File: src/rtl/put_motion_code.sv
// MPEG-2 motion_code VLC encoder: looks up the Table B-10 codeword for a signed
// motion_code and shifts it out MSB first over a valid/ready bit interface.
module put_motion_code (
  input  logic       clk,
  input  logic       rst,
  input  logic       in_valid,
  output logic       in_ready,
  input  logic [5:0] motion_code,
  output logic       bit_out,
  output logic       bit_valid,
  input  logic       bit_ready,
  output logic       last,
  output logic [3:0] code_len,
  output logic       done,
  output logic       err
);

  localparam int unsigned CW = 11;
  localparam int unsigned LW = 4;
  localparam int unsigned MW = 6;

  typedef enum logic {IDLE, SHIFT} state_e;

  state_e          state_q;
  logic [CW-1:0]   shreg_q;
  logic [LW-1:0]   cnt_q;
  logic [LW-1:0]   code_len_q;
  logic            in_ready_q;
  logic            bit_valid_q;
  logic            last_q;
  logic            done_q;
  logic            err_q;

  logic [MW-1:0]   mag_c;
  logic            legal_c;
  logic [CW-2:0]   prefix_c;
  logic [LW-1:0]   len_c;
  logic [CW-1:0]   code_c;
  logic [CW-1:0]   aligned_c;

  // Codeword lookup: prefix excludes the trailing sign bit, len includes it.
  always_comb begin
    mag_c    = motion_code[MW-1] ? MW'(-motion_code) : motion_code;
    legal_c  = (mag_c <= MW'(16));
    prefix_c = '0;
    len_c    = LW'(1);
    case (mag_c)
      6'd1:  begin prefix_c = (CW-1)'(1);  len_c = LW'(3);  end
      6'd2:  begin prefix_c = (CW-1)'(1);  len_c = LW'(4);  end
      6'd3:  begin prefix_c = (CW-1)'(1);  len_c = LW'(5);  end
      6'd4:  begin prefix_c = (CW-1)'(3);  len_c = LW'(7);  end
      6'd5:  begin prefix_c = (CW-1)'(5);  len_c = LW'(8);  end
      6'd6:  begin prefix_c = (CW-1)'(4);  len_c = LW'(8);  end
      6'd7:  begin prefix_c = (CW-1)'(3);  len_c = LW'(8);  end
      6'd8:  begin prefix_c = (CW-1)'(11); len_c = LW'(10); end
      6'd9:  begin prefix_c = (CW-1)'(10); len_c = LW'(10); end
      6'd10: begin prefix_c = (CW-1)'(9);  len_c = LW'(10); end
      6'd11: begin prefix_c = (CW-1)'(17); len_c = LW'(11); end
      6'd12: begin prefix_c = (CW-1)'(16); len_c = LW'(11); end
      6'd13: begin prefix_c = (CW-1)'(15); len_c = LW'(11); end
      6'd14: begin prefix_c = (CW-1)'(14); len_c = LW'(11); end
      6'd15: begin prefix_c = (CW-1)'(13); len_c = LW'(11); end
      6'd16: begin prefix_c = (CW-1)'(12); len_c = LW'(11); end
      default: begin prefix_c = '0; len_c = LW'(1); end
    endcase
    code_c    = (mag_c == '0) ? CW'(1) : {prefix_c, motion_code[MW-1]};
    aligned_c = code_c << (LW'(CW) - len_c);
  end

  // Control FSM and registered outputs.
  always_ff @(posedge clk) begin
    if (rst) begin
      state_q     <= IDLE;
      shreg_q     <= '0;
      cnt_q       <= '0;
      code_len_q  <= '0;
      in_ready_q  <= 1'b1;
      bit_valid_q <= 1'b0;
      last_q      <= 1'b0;
      done_q      <= 1'b0;
      err_q       <= 1'b0;
    end else begin
      done_q <= 1'b0;
      err_q  <= 1'b0;
      case (state_q)
        IDLE: begin
          if (in_valid) begin
            if (legal_c) begin
              shreg_q     <= aligned_c;
              cnt_q       <= len_c;
              code_len_q  <= len_c;
              last_q      <= (len_c == LW'(1));
              bit_valid_q <= 1'b1;
              in_ready_q  <= 1'b0;
              state_q     <= SHIFT;
            end else begin
              err_q <= 1'b1;
            end
          end
        end
        SHIFT: begin
          if (bit_ready) begin
            shreg_q <= shreg_q << 1;
            cnt_q   <= cnt_q - LW'(1);
            last_q  <= (cnt_q == LW'(2));
            if (cnt_q == LW'(1)) begin
              state_q     <= IDLE;
              bit_valid_q <= 1'b0;
              in_ready_q  <= 1'b1;
              last_q      <= 1'b0;
              done_q      <= 1'b1;
            end
          end
        end
        default: state_q <= IDLE;
      endcase
    end
  end

  assign in_ready  = in_ready_q;
  assign bit_out   = shreg_q[CW-1];
  assign bit_valid = bit_valid_q;
  assign last      = last_q;
  assign code_len  = code_len_q;
  assign done      = done_q;
  assign err       = err_q;

endmodule

File: config.mk
export PLATFORM = sky130hd
export DESIGN_NAME = put_motion_code
export DESIGN_NICKNAME = d
export VERILOG_FILES = /design/src/rtl/put_motion_code.sv
export SDC_FILE = /design/constraint.sdc
export NUM_CORES = 1
export LEC_CHECK = 0
export CAP_MARGIN = 10
export CORE_MARGIN = 1
export CORE_UTILIZATION = 40
export DETAILED_ROUTE_END_ITERATION = 12
export MAX_ROUTING_LAYER = met4
export SYNTH_ARGS = -nofsm -noshare
export SYNTH_HDL_FRONTEND = slang
export SYNTH_SLANG_ARGS = --single-unit
File: constraint.sdc
create_clock -name clk -period 10.3 [get_ports clk]
set_input_delay 2.575 -clock clk [delete_from_list [all_inputs] [get_ports clk]]
set_output_delay 2.575 -clock clk [all_outputs]
set_load 0.01 [all_outputs]
# --- Word-level counts from Yosys, hierarchy flattened ---
# Memories as Yosys holds them, arrays and structs flattened.
# Cells that the tools add are included.
totals:
  ff_bits: 25
  latchBits: 0
  mem_bits_rw: 0
  rom_bits: 288
  in_bits: 10
  wordCells: 64
  n_memories: 1
memory_table:
  columns: ["name", "depth", "word_bits", "read_ports", "rd_clocked_by_memory_dff", "write_ports", "line", "rtl"]
  rows:
  - ["(name not given)", 32, 9, 1, 0, 0, "47", "case (mag_c)"]
classes:
  add_sub_neg: 3
  multipliers: 0
  n_div: 0
  n_lt_le_gt_ge: 1
  n_eq_ne: 7
  n_shift: 1
  mux: 33
  bitwise_logic: 3
  reduce_logical: 6
op_table:
  columns: ["operator", "count"]
  rows:
  - ["$mux 11", 4]
  - ["$pmux 11 s2", 1]
  - ["$mux 1", 18]
  - ["$mux 14", 1]
  - ["$mux 4", 3]
  - ["$shl 11x4->11", 1]
  - ["$eq 4x1->1 const B", 2]
  - ["$pmux 1 s2", 4]
  - ["$pmux 4 s2", 1]
  - ["$le 6x5->1 const B", 1]
  - ["$logic_not 6->1", 1]
  - ["$mux 6", 1]
  - ["$ne 2x2->1 const B", 3]
  - ["$neg 6->6", 1]
  - ["$reduce_and 3->1", 2]
  - ["$reduce_or 3->1", 2]
  - ["$eq 4x2->1 const B", 1]
  - ["$reduce_and 4->1", 1]
  - ["$sub 4x1->4 const B", 1]
  - ["$sub 4x4->4 const A", 1]
  - ["$not 1->1", 3]
  - ["$ne 2x1->1 const B", 1]

# --- Depth between registers and ports, before layout ---
# Gate-level depths: netlist of the first run.
# An unclocked memory read counts as a cell.
depth:
  ltp_word: 9
  ltp_mapped: 16
  mapped_depth_nobuf: 12

# --- Worst setup path before layout of the first run ---
# OpenSTA, ideal clock, no wires.
synth_path:
  path_type: "input-to-reg"
  startpoint: "input motion_code[0]"
  endpoint: "register shreg_q[6]"
  setup_ns: 0.133
  t_arrival_ns: 5.125
  path_slack_ns: 5.042
  cell_stages: 14
  path_buffers: 2
  path_cell_list: "buf_6 -> buf_6 -> inv_1 -> ha_1 -> nand2b_1 -> o31ai_1 -> and2_2 -> o21a_1 -> o21ai_0 -> ha_1 -> nand2b_1 -> nor3_1 -> a221oi_1 -> a211oi_2"
synth_via:
  elab_chain_len: 9
synth_lines:
  columns: ["item", "line", "rtl"]
  rows:
  - ["start: declaration", "8", "input logic [5:0] motion_code,"]
  - ["$neg 6->6", "43", "mag_c = motion_code[MW-1] ? MW'(-motion_code) : motion_code;"]
  - ["$mux 6 *", "43", null]
  - ["$mem_v2 32x9", null, null]
  - ["$mux 14", "47", null]
  - ["$sub 4x4->4 or $mux 11 (tied branches)", "67, 66", null]
  - ["$shl 11x4->11", "67", "aligned_c = code_c << (LW'(CW) - len_c);"]
  - ["$mux 11", "88", "if (legal_c) begin"]
  - ["$mux 11", "87", "if (in_valid) begin"]
  - ["$pmux 11 s2", "85", "case (state_q)"]
  - ["end signal: assignment", "89", "shreg_q <= aligned_c;"]
  - ["end signal: assignment", "103", "shreg_q <= shreg_q << 1;"]
  - ["end: declaration", "25", "logic [CW-1:0] shreg_q;"]
# Mark *: on every way between the ends. The rest lies on a longest branch, timed or not. The select of a mux whose other input is x is not followed.
# A chain may end at the register's enable or synchronous reset.

# --- Worst setup path after layout of the first run ---
# Same ends and word-level chain as after synthesis.

==> impl_metrics.toml, run 1 <==
[timing]
finalHoldViolCount = 0
rsz0062_at_grt = "no"
whs_ns = 0.477
min_period_ns = 6.44
drv_slew = 0
slew_headroom = 0.338
worst_pin_slew_ns = 0.990
period_share = 0.625
tns_ns = 0
setup_violations = 0
fin_worst_skew_ns = 0.0106
timing.fmax_mhz = 155

[logic_synthesis]
synth_edf_count = 0
synth_area_per_cell_um2 = 7.96
synth-seq-cells = 25
synth_cell_types = 66
synth_area_leaders = "dfxtp_1 (22%), nor2_1 (5.2%), ha_1 (5.1%), a21oi_1 (3.8%), nor3_1 (3.4%)"
synthesis.area_um2 = 2230
synth_nets = 299
synth_top_area_cell = "dfxtp_1"
synth_ff_type = "dfxtp_1"
ys.warnings.count = 0
async_flop_share = 0
synth_top_area_frac = 0.225
syn_inst = 280
seq_area_frac_synth = 0.225

[clocking]
cts.clk_slew.worst_paths_ns = 0.09
cts_setup_buffers = 0
cts-root-buf = "clkbuf_8"
clock-sinks = 25
cts-buffers-inserted = 3
postCtsResizedCells = 0
clock_path_buffers = 2
cts_tree = "done"
htree_levels = 1
hold_buffers = 0
insertion_delay_ns = 0.27

[placement]
port_buffers = 19
dp.cells = 348
place.gp.congestion = 0.810
hpwl_um = 3970

[layout]
area_growth_pct = 8.09
final_common_cell = "nor2_1"
postLayoutCoreUtil = 0.460
fin_cells = 352
layout.nets = 302
drive_gt1_frac = 0.0887
antenna_cells = 0
final_cell_mix = "nor2_1 (31), dfxtp_1 (25), clkdlybuf4s50_1 (19)"

[floorplanning]
dieArea_um2 = 5870
die_w_um = 76.6
io_pins = 20
initial_core_util = 0.425
core_um2 = 5240
rows = 26
die_h_um = 76.6

[pwr]
leakage_nw = 0.845
pwr-share-clk = 0.203
peakVddDrop_mv = 0.0762
swShare = 0.379
p_int_mw = 0.181
power_switching_mw = 0.111
power.density_nw_per_um2 = 121
sequentialPowerShare = 0.382
comb_power_share = 0.415

[worst_setup_path]
startpoint_type = "primary input"
timing_worst_setup_path_type = "primary input to flip-flop"
slowest_stage = "clkdlybuf4s50_1"
crit_chain = "clkdlybuf4s50_1 > inv_1 > ha_1 > xnor2_1 > o31ai_1 > and2_2 > o21a_1 > o21ai_0 > ha_1 > nand2b_1 > nor3_1 > a221oi_1 > a211oi_2"
crit_required_ns = 10.43
crit_arrival_ns = 6.57
cp-end-kind = "flip-flop"
slowest_delay_ns = 0.99
path_max_fanout = 22
path_common_cell = "ha_1"

[routing]
totalWireLength_um = 5480
drc = 0
first_pass_iters = 5
postRouteAntennaNets = 0
vias = 2053
viasPerCell = 5.83
drt_iter0_drc = 169
post_drt_wl_per_cell_um = 15.6

[job]
maxCapViolations = 0

[grt]
grt_usage = 0.193
grt_pass1_wl_um = 9010
grt_overflow_total = 0
antenna_found_initial = 0
grt_max_degree = 30
grt_pass1_vias = 1804

[hold_path]
hold_class = "flip-flop to flip-flop"

[outcome]
status = "finished, final reports clean"
cell families (layout without fill, tap and decap cells):
group / Yosys count / after routing / share of synthesized area
AOI/OAI and AO/OA: 83 / 83 / 0.293
xor gates and xnor gates: 7 / 7 / 0.0376
adders and majority gates: 9 / 9 / 0.0505
buffers and inverters: 32 / 34 / 0.0848
DFF: 25 / 25 / 0.225
muxes: 7 / 7 / 0.0326
and+or+nand+nor: 117 / 117 / 0.277
state kept, by name, indices dropped and copies added (netlist names):
| name | flops |
|---|---|
| bit_valid | 1 |
| err | 1 |
| state_q | 1 |
| in_ready | 1 |
| code_len | 4 |
| done | 1 |
| last | 1 |
| cnt_q | 4 |
| shreg_q | 11 |
worst paths after layout:
check,start,end,slack [ns],cells after the start
max,motion_code[0],shreg_q[6]$_SDFFE_PP0P_,3.86,13
min,code_len[2]$_SDFFE_PP0P_,code_len[2]$_SDFFE_PP0P_,0.48,2
max reg2reg,state_q$_SDFF_PP0_,cnt_q[2]$_SDFFE_PP0P_,8.46,6
min reg2reg,code_len[2]$_SDFFE_PP0P_,code_len[2]$_SDFFE_PP0P_,0.48,2
layout make-up:
class / instances / area [um^2]
fill: 518 / 2830
multi-input combinational: 223 / 1540
sequential: 25 / 500
timing repair buffer: 20 / 198
tap: 70 / 87.6
clock buffer: 3 / 41.3
inverter: 10 / 37.5
clock inverter: 1 / 5.00
cells in the mapped netlist (7+ instances only):
cell      count
nand2_1      18
a211oi_1      7
nand2b_1      9
dfxtp_1      25
ha_1          9
nor3_1       15
a21oi_1      17
inv_1         9
buf_2         7
o21ai_0      10
nor2_1       31
nand3_1       8
critical path, delay by kind of cell:
family                   cells  cell delay [ns]
AND/OR/NAND/NOR              3             0.55
XOR/XNOR                     1             0.23
adder cells (fa/ha/maj)      2             0.79
AO/OA/AOI/OAI                5             1.21
buffers and inverters        2             1.20
stage by stage:
stage | total power, mW | instance area (um^2) | setup WS [ns]
2_1_floorplan | 0.206 | 2230 | 5.04
3_5_place_dp | 0.234 | 2360 | 3.63
4_1_cts | 0.293 | 2410 | 3.91
6_report | 0.292 | 2410 | 3.86
3_3_place_gp | 0.234 | 2360 | 3.78
5_1_grt | 0.312 | 2410 | 3.52
power by group through the flow:
stage | clock network (mW) | logic, mW | registers, mW
after floorplan | 0 | 0.0920 | 0.114
after global placement | 0 | 0.120 | 0.114
after detailed placement | 0 | 0.120 | 0.114
after CTS | 0.0607 | 0.120 | 0.112
after global routing | 0.0650 | 0.135 | 0.113
final | 0.0592 | 0.121 | 0.112
metal layers:
metal  share of wire  wire length, um  track usage  vias up
met5               0                0            -        -
met1            0.53             2920        0.289      961
met3           0.038              210       0.0311        2
met2            0.43             2340        0.277       45
met4          0.0029               16       0.0231        0
li1                -                -            -     1045
Note: power is estimated with default switching activity, not from simulation.
==> run 2: changes to the inputs <==
==> constraint.sdc (replaced) <==
create_clock -name clk -period 5.55 [get_ports clk]
set_input_delay 1.3875 -clock clk [delete_from_list [all_inputs] [get_ports clk]]
set_output_delay 1.3875 -clock clk [all_outputs]
set_load 0.01 [all_outputs]
==> run 2 against run 1 <==
Final area grew 1.5%. Clock power up 82%. Sequential cell count unchanged. Largest cell class unchanged. Critical path depth fell by 1. Clock-buffer cell count rose by 1. Non-clock buffer count increased by 5. Sequential share of layout area fell by 0.31 points. Via count is 2.1% higher. First-iteration DRC count shrank 32%. Clock skew fell by 0.0089 ns. Sequential power rose by 85%.
==> impl_metrics.toml, run 2 (synthesized netlist as in run 1, its figures left out) <==
[outcome]
status = "finished, final reports clean"

[pwr]
power.density_nw_per_um2 = 223
pwr-share-clk = 0.198
power_switching_mw = 0.204
peakVddDrop_mv = 0.123
sequentialPowerShare = 0.381
total_power_mw = 0.544
p_int_mw = 0.340
swShare = 0.374
leakage_nw = 0.866
comb_power_share = 0.422

[timing]
rsz0062_at_grt = "no"
period_share = 0.843
setup_violations = 0
timing.fmax_mhz = 214
min_period_ns = 4.68
tns_ns = 0
fin_worst_skew_ns = 0.00170
worst_pin_slew_ns = 0.917
finalHoldViolCount = 0
drv_slew = 0
slew_headroom = 0.387

[clocking]
htree_levels = 1
clock_path_buffers = 2
cts.clk_slew.worst_paths_ns = 0.09
cts_setup_buffers = 0
postCtsResizedCells = 0
cts-root-buf = "clkbuf_8"
cts_tree = "done"
insertion_delay_ns = 0.26
cts-buffers-inserted = 3
hold_buffers = 0
clock-sinks = 25

[grt]
grt_pass1_vias = 1849
grt_usage = 0.201
antenna_found_initial = 0
grt_overflow_total = 0
grt_max_degree = 31
grt_pass1_wl_um = 9470

[worst_setup_path]
rr_worst_depth = 7
cp.depth = 12
crit_end = "shreg_q[6]$_SDFFE_PP0P_"
cp-startpoint = "motion_code[1]"
crit_buf_inv = 2
rrSetupSlack_ns = 3.41
crit_family = "compound AO/OA/AOI/OAI gates"
r2r_start = "state_q$_SDFF_PP0_"
timing_worst_setup_path_type = "primary input to flip-flop"
path_common_cell = "ha_1"
slowest_stage = "clkdlybuf4s50_1"
path_max_fanout = 17
crit_arrival_ns = 4.80
startpoint_type = "primary input"
reg2reg_to = "shreg_q[5]$_SDFFE_PP0P_"
crit_chain = "clkdlybuf4s50_1 > inv_1 > ha_1 > nor3b_1 > o211a_1 > nand2_1 > o21ai_0 > ha_1 > nand2b_1 > nor3_1 > a221oi_1 > a211oi_2"
crit_required_ns = 5.67
cp-end-kind = "flip-flop"
slowest_delay_ns = 0.58

[floorplanning]
io_pins = 20
initial_core_util = 0.425
die_w_um = 76.6
die_h_um = 76.6
rows = 26
core_um2 = 5240
dieArea_um2 = 5870

[placement]
place.gp.congestion = 0.845
port_buffers = 19
hpwl_um = 4120
placed_cell_area_um2 = 2400

[routing]
postRouteAntennaNets = 0
first_pass_iters = 5
totalWireLength_um = 5570
vias = 2096
post_drt_wl_per_cell_um = 15.6
drc = 0
viasPerCell = 5.87
drt_iter0_drc = 115

[layout]
drive_gt1_frac = 0.101
top_register = "shreg_q"
layout.nets = 307
final_cell_mix = "nor2_1 (31), dfxtp_1 (25), clkdlybuf4s50_1 (19)"
antenna_cells = 0
final_area_um2 = 2440
area_growth_pct = 9.71
final_common_cell = "nor2_1"
largest_reg_flops = 11
fillers = 537

[hold_path]
hold_class = "flip-flop to flip-flop"

[job]
maxCapViolations = 0
## run 2: changes by cell type in the layout (fill, tap and decap cells not counted)
cell / before / now
clkinv_2: 1 / 0
buf_4: 1 / 6
clkbuf_1: 0 / 1
## run 2: how the worst min path moves through the flow
stage / start / endpoint / slack, ns / cells after the start
CTS: code_len[2]$_SDFFE_PP0P_ / code_len[2]$_SDFFE_PP0P_ / 0.47 / 2
detailed placement: code_len[2]$_SDFFE_PP0P_ / code_len[2]$_SDFFE_PP0P_ / 0.46 / 2
global placement: code_len[2]$_SDFFE_PP0P_ / code_len[2]$_SDFFE_PP0P_ / 0.45 / 2
finish: code_len[2]$_SDFFE_PP0P_ / code_len[2]$_SDFFE_PP0P_ / 0.47 / 2
global route: shreg_q[1]$_SDFFE_PP0P_ / shreg_q[2]$_SDFFE_PP0P_ / 0.50 / 2
floorplan: shreg_q[0]$_SDFFE_PP0P_ / shreg_q[0]$_SDFFE_PP0P_ / 0.45 / 2
## run 2: final cells by class
cell class	count	area [um^2]	share of cell area
clock buffers	4	45.0	0.0184
repair buffers	25	235	0.0962
flip-flops and latches	25	500	0.205
multi-input cells	223	1540	0.629
well taps	70	87.6	0.0358
inverters	10	37.5	0.0154
## run 2: power groups by stage
| stage | Combinational, mW | Clock (mW) | Sequential, mW |
|---|---|---|---|
| 2_1_floorplan | 0.171 | 0 | 0.212 |
| 3_3_place_gp | 0.228 | 0 | 0.211 |
| 3_5_place_dp | 0.227 | 0 | 0.211 |
| 6_report | 0.230 | 0.108 | 0.207 |
| 4_1_cts | 0.228 | 0.110 | 0.207 |
| 5_1_grt | 0.254 | 0.118 | 0.209 |
## run 2: through the flow
stage	instances	util	worst slack [ns]	hold WS, ns
6_report	357	0.467	0.871	0.470
5_1_grt	357	0.467	0.437	0.503
4_1_cts	357	0.467	0.880	0.473
3_5_place_dp	353	0.458	0.586	0.459
3_3_place_gp	353	0.458	0.672	0.455
2_1_floorplan	280	-	1.48	0.453
## run 2: worst min-delay path, delay by kind of cell, from the launching register on
kind | cells | cell delay [ns]
and+or+nand+nor | 1 | 0.05
AOI/OAI and AO/OA | 1 | 0.06
DFF | 1 | 0.32
## run 2: metal layers
metal / share of wire / track usage
met5: 0 / -
met4: 0.0036 / 0.0173
met3: 0.046 / 0.0359
met2: 0.43 / 0.288
met1: 0.52 / 0.301
==> run 3: changes to the inputs <==
==> constraint.sdc (replaced) <==
create_clock -name clk -period 3.85 [get_ports clk]
set_input_delay 0.9625 -clock clk [delete_from_list [all_inputs] [get_ports clk]]
set_output_delay 0.9625 -clock clk [all_outputs]
set_load 0.01 [all_outputs]
==> run 3 against run 2 <==
Combinational power up 78%. Register-to-register slack worse by 1.3 ns. Via count is 8.6% higher. Critical endpoint unchanged. Largest cell class unchanged.
==> impl_metrics.toml, run 3 (synthesized netlist as in run 1, its figures left out) <==
[clocking]
htree_levels = 1
clock-sinks = 25
cts-root-buf = "clkbuf_8"
cts_tree = "done"
insertion_delay_ns = 0.27
clock_path_buffers = 2
cts.clk_slew.worst_paths_ns = 0.09
cts-buffers-inserted = 3
hold_buffers = 0

[placement]
hpwl_um = 4680
port_buffers = 19
placed_cell_area_um2 = 2750
place.gp.congestion = 0.912

[floorplanning]
initial_core_util = 0.425
die_w_um = 76.6
io_pins = 20
dieArea_um2 = 5870
die_h_um = 76.6
rows = 26
core_um2 = 5240

[grt]
grt_pass1_vias = 2040
grt_max_degree = 30
grt.met3_usage = 0.0323
top_usage_layer = "met2"
antenna_found_initial = 0
grtUsageMet1 = 0.289
grt_use_met2 = 0.331
grt_overflow_total = 0
grt_pass1_wl_um = 9790
grt_usage = 0.211

[worst_setup_path]
crit_arrival_ns = 3.76
path_max_fanout = 5
startpoint_type = "primary input"
timing_worst_setup_path_type = "primary input to flip-flop"
crit_required_ns = 4.00
cp-end-kind = "flip-flop"

[layout]
layout.nets = 353
drive_gt1_frac = 0.240
largest_reg_flops = 11
final_area_um2 = 2810
multi_input_area_um2 = 1560
fillers = 516
final_common_cell = "buf_4"
final_cell_mix = "buf_4 (52), nor2_1 (31), dfxtp_1 (25)"
antenna_cells = 0
top_register = "shreg_q"
area_growth_pct = 26.3
seqCellArea_um2 = 500

[job]
maxCapViolations = 0

[routing]
vias = 2276
first_pass_iters = 5
drc = 0
drt_iter0_drc = 182
viasPerCell = 5.65
postRouteAntennaNets = 0
totalWireLength_um = 6020
post_drt_wl_per_cell_um = 14.9

[pwr]
sequentialPowerShare = 0.345
comb_power_share = 0.473
peakVddDrop_mv = 0.223
swShare = 0.365
leakage_nw = 1.10
pwr-share-clk = 0.182
p_int_mw = 0.549
power_switching_mw = 0.316
power.density_nw_per_um2 = 307

[timing]
rsz0062_at_grt = "no"
timing.fmax_mhz = 277
whs_ns = 0.479
slew_headroom = 0.580
min_period_ns = 3.61
fin_worst_skew_ns = 0.00445
period_share = 0.938
drv_slew = 0
worst_pin_slew_ns = 0.626
finalHoldViolCount = 0
setup_violations = 0
tns_ns = 0

[outcome]
status = "finished, final reports clean"

[hold_path]
hold_class = "flip-flop to flip-flop"
run 3: final cells by class:
class,count,share of cell area
tap,70,0.0311
inverter,10,0.0133
timing repair buffer,71,0.206
clock buffer,3,0.0147
clock inverter,1,0.00178
multi-input combinational,223,0.555
sequential,25,0.178
run 3: metrics by stage:
step | power [mW] | instances | setup slack (ns) | utilization
2_1_floorplan | 0.552 | 280 | 0.204 | -
3_3_place_gp | 0.698 | 399 | -0.0831 | 0.524
3_5_place_dp | 0.702 | 399 | -0.211 | 0.524
4_1_cts | 0.860 | 403 | 0.0742 | 0.533
5_1_grt | 0.920 | 403 | 0.0365 | 0.537
6_report | 0.865 | 403 | 0.239 | 0.537
run 3: timing repair:
action	4_1_cts	5_1_grt
setup endpoints to repair	0	7
setup buffers	0	0
resized for setup	0	6
run 3: power groups by stage:
stage	Sequential, mW	Clock [mW]	Combinational [mW]
2_1_floorplan	0.306	0	0.246
3_3_place_gp	0.304	0	0.393
3_5_place_dp	0.305	0	0.398
4_1_cts	0.299	0.162	0.400
5_1_grt	0.302	0.174	0.444
6_report	0.299	0.157	0.409
run 3: path summary, 6_finish.rpt:
kind,start,endpoint,slack [ns],cells past startpoint
setup / recovery,motion_code[1],shreg_q[6]$_SDFFE_PP0P_,0.24,12
hold / removal,code_len[2]$_SDFFE_PP0P_,code_len[2]$_SDFFE_PP0P_,0.48,2
setup reg to reg,state_q$_SDFF_PP0_,cnt_q[3]$_SDFFE_PP0P_,2.16,6
hold reg to reg,code_len[2]$_SDFFE_PP0P_,code_len[2]$_SDFFE_PP0P_,0.48,2
run 3: critical path: stages:
cell	delay, ns
clkdlybuf4s50_1	0.49
inv_1	0.07
ha_1	0.34
or2_2	0.33
a32oi_1	0.25
nor2_1	0.09
o21ai_1	0.23
ha_1	0.33
nand2b_4	0.13
nor3_1	0.07
a221oi_1	0.34
a211oi_2	0.11
run 3: per-layer routing:
layer,vias up,part of all wire
met5,-,0
met4,0,0.0085
met3,6,0.045
met2,61,0.45
met1,1065,0.50
li1,1144,-
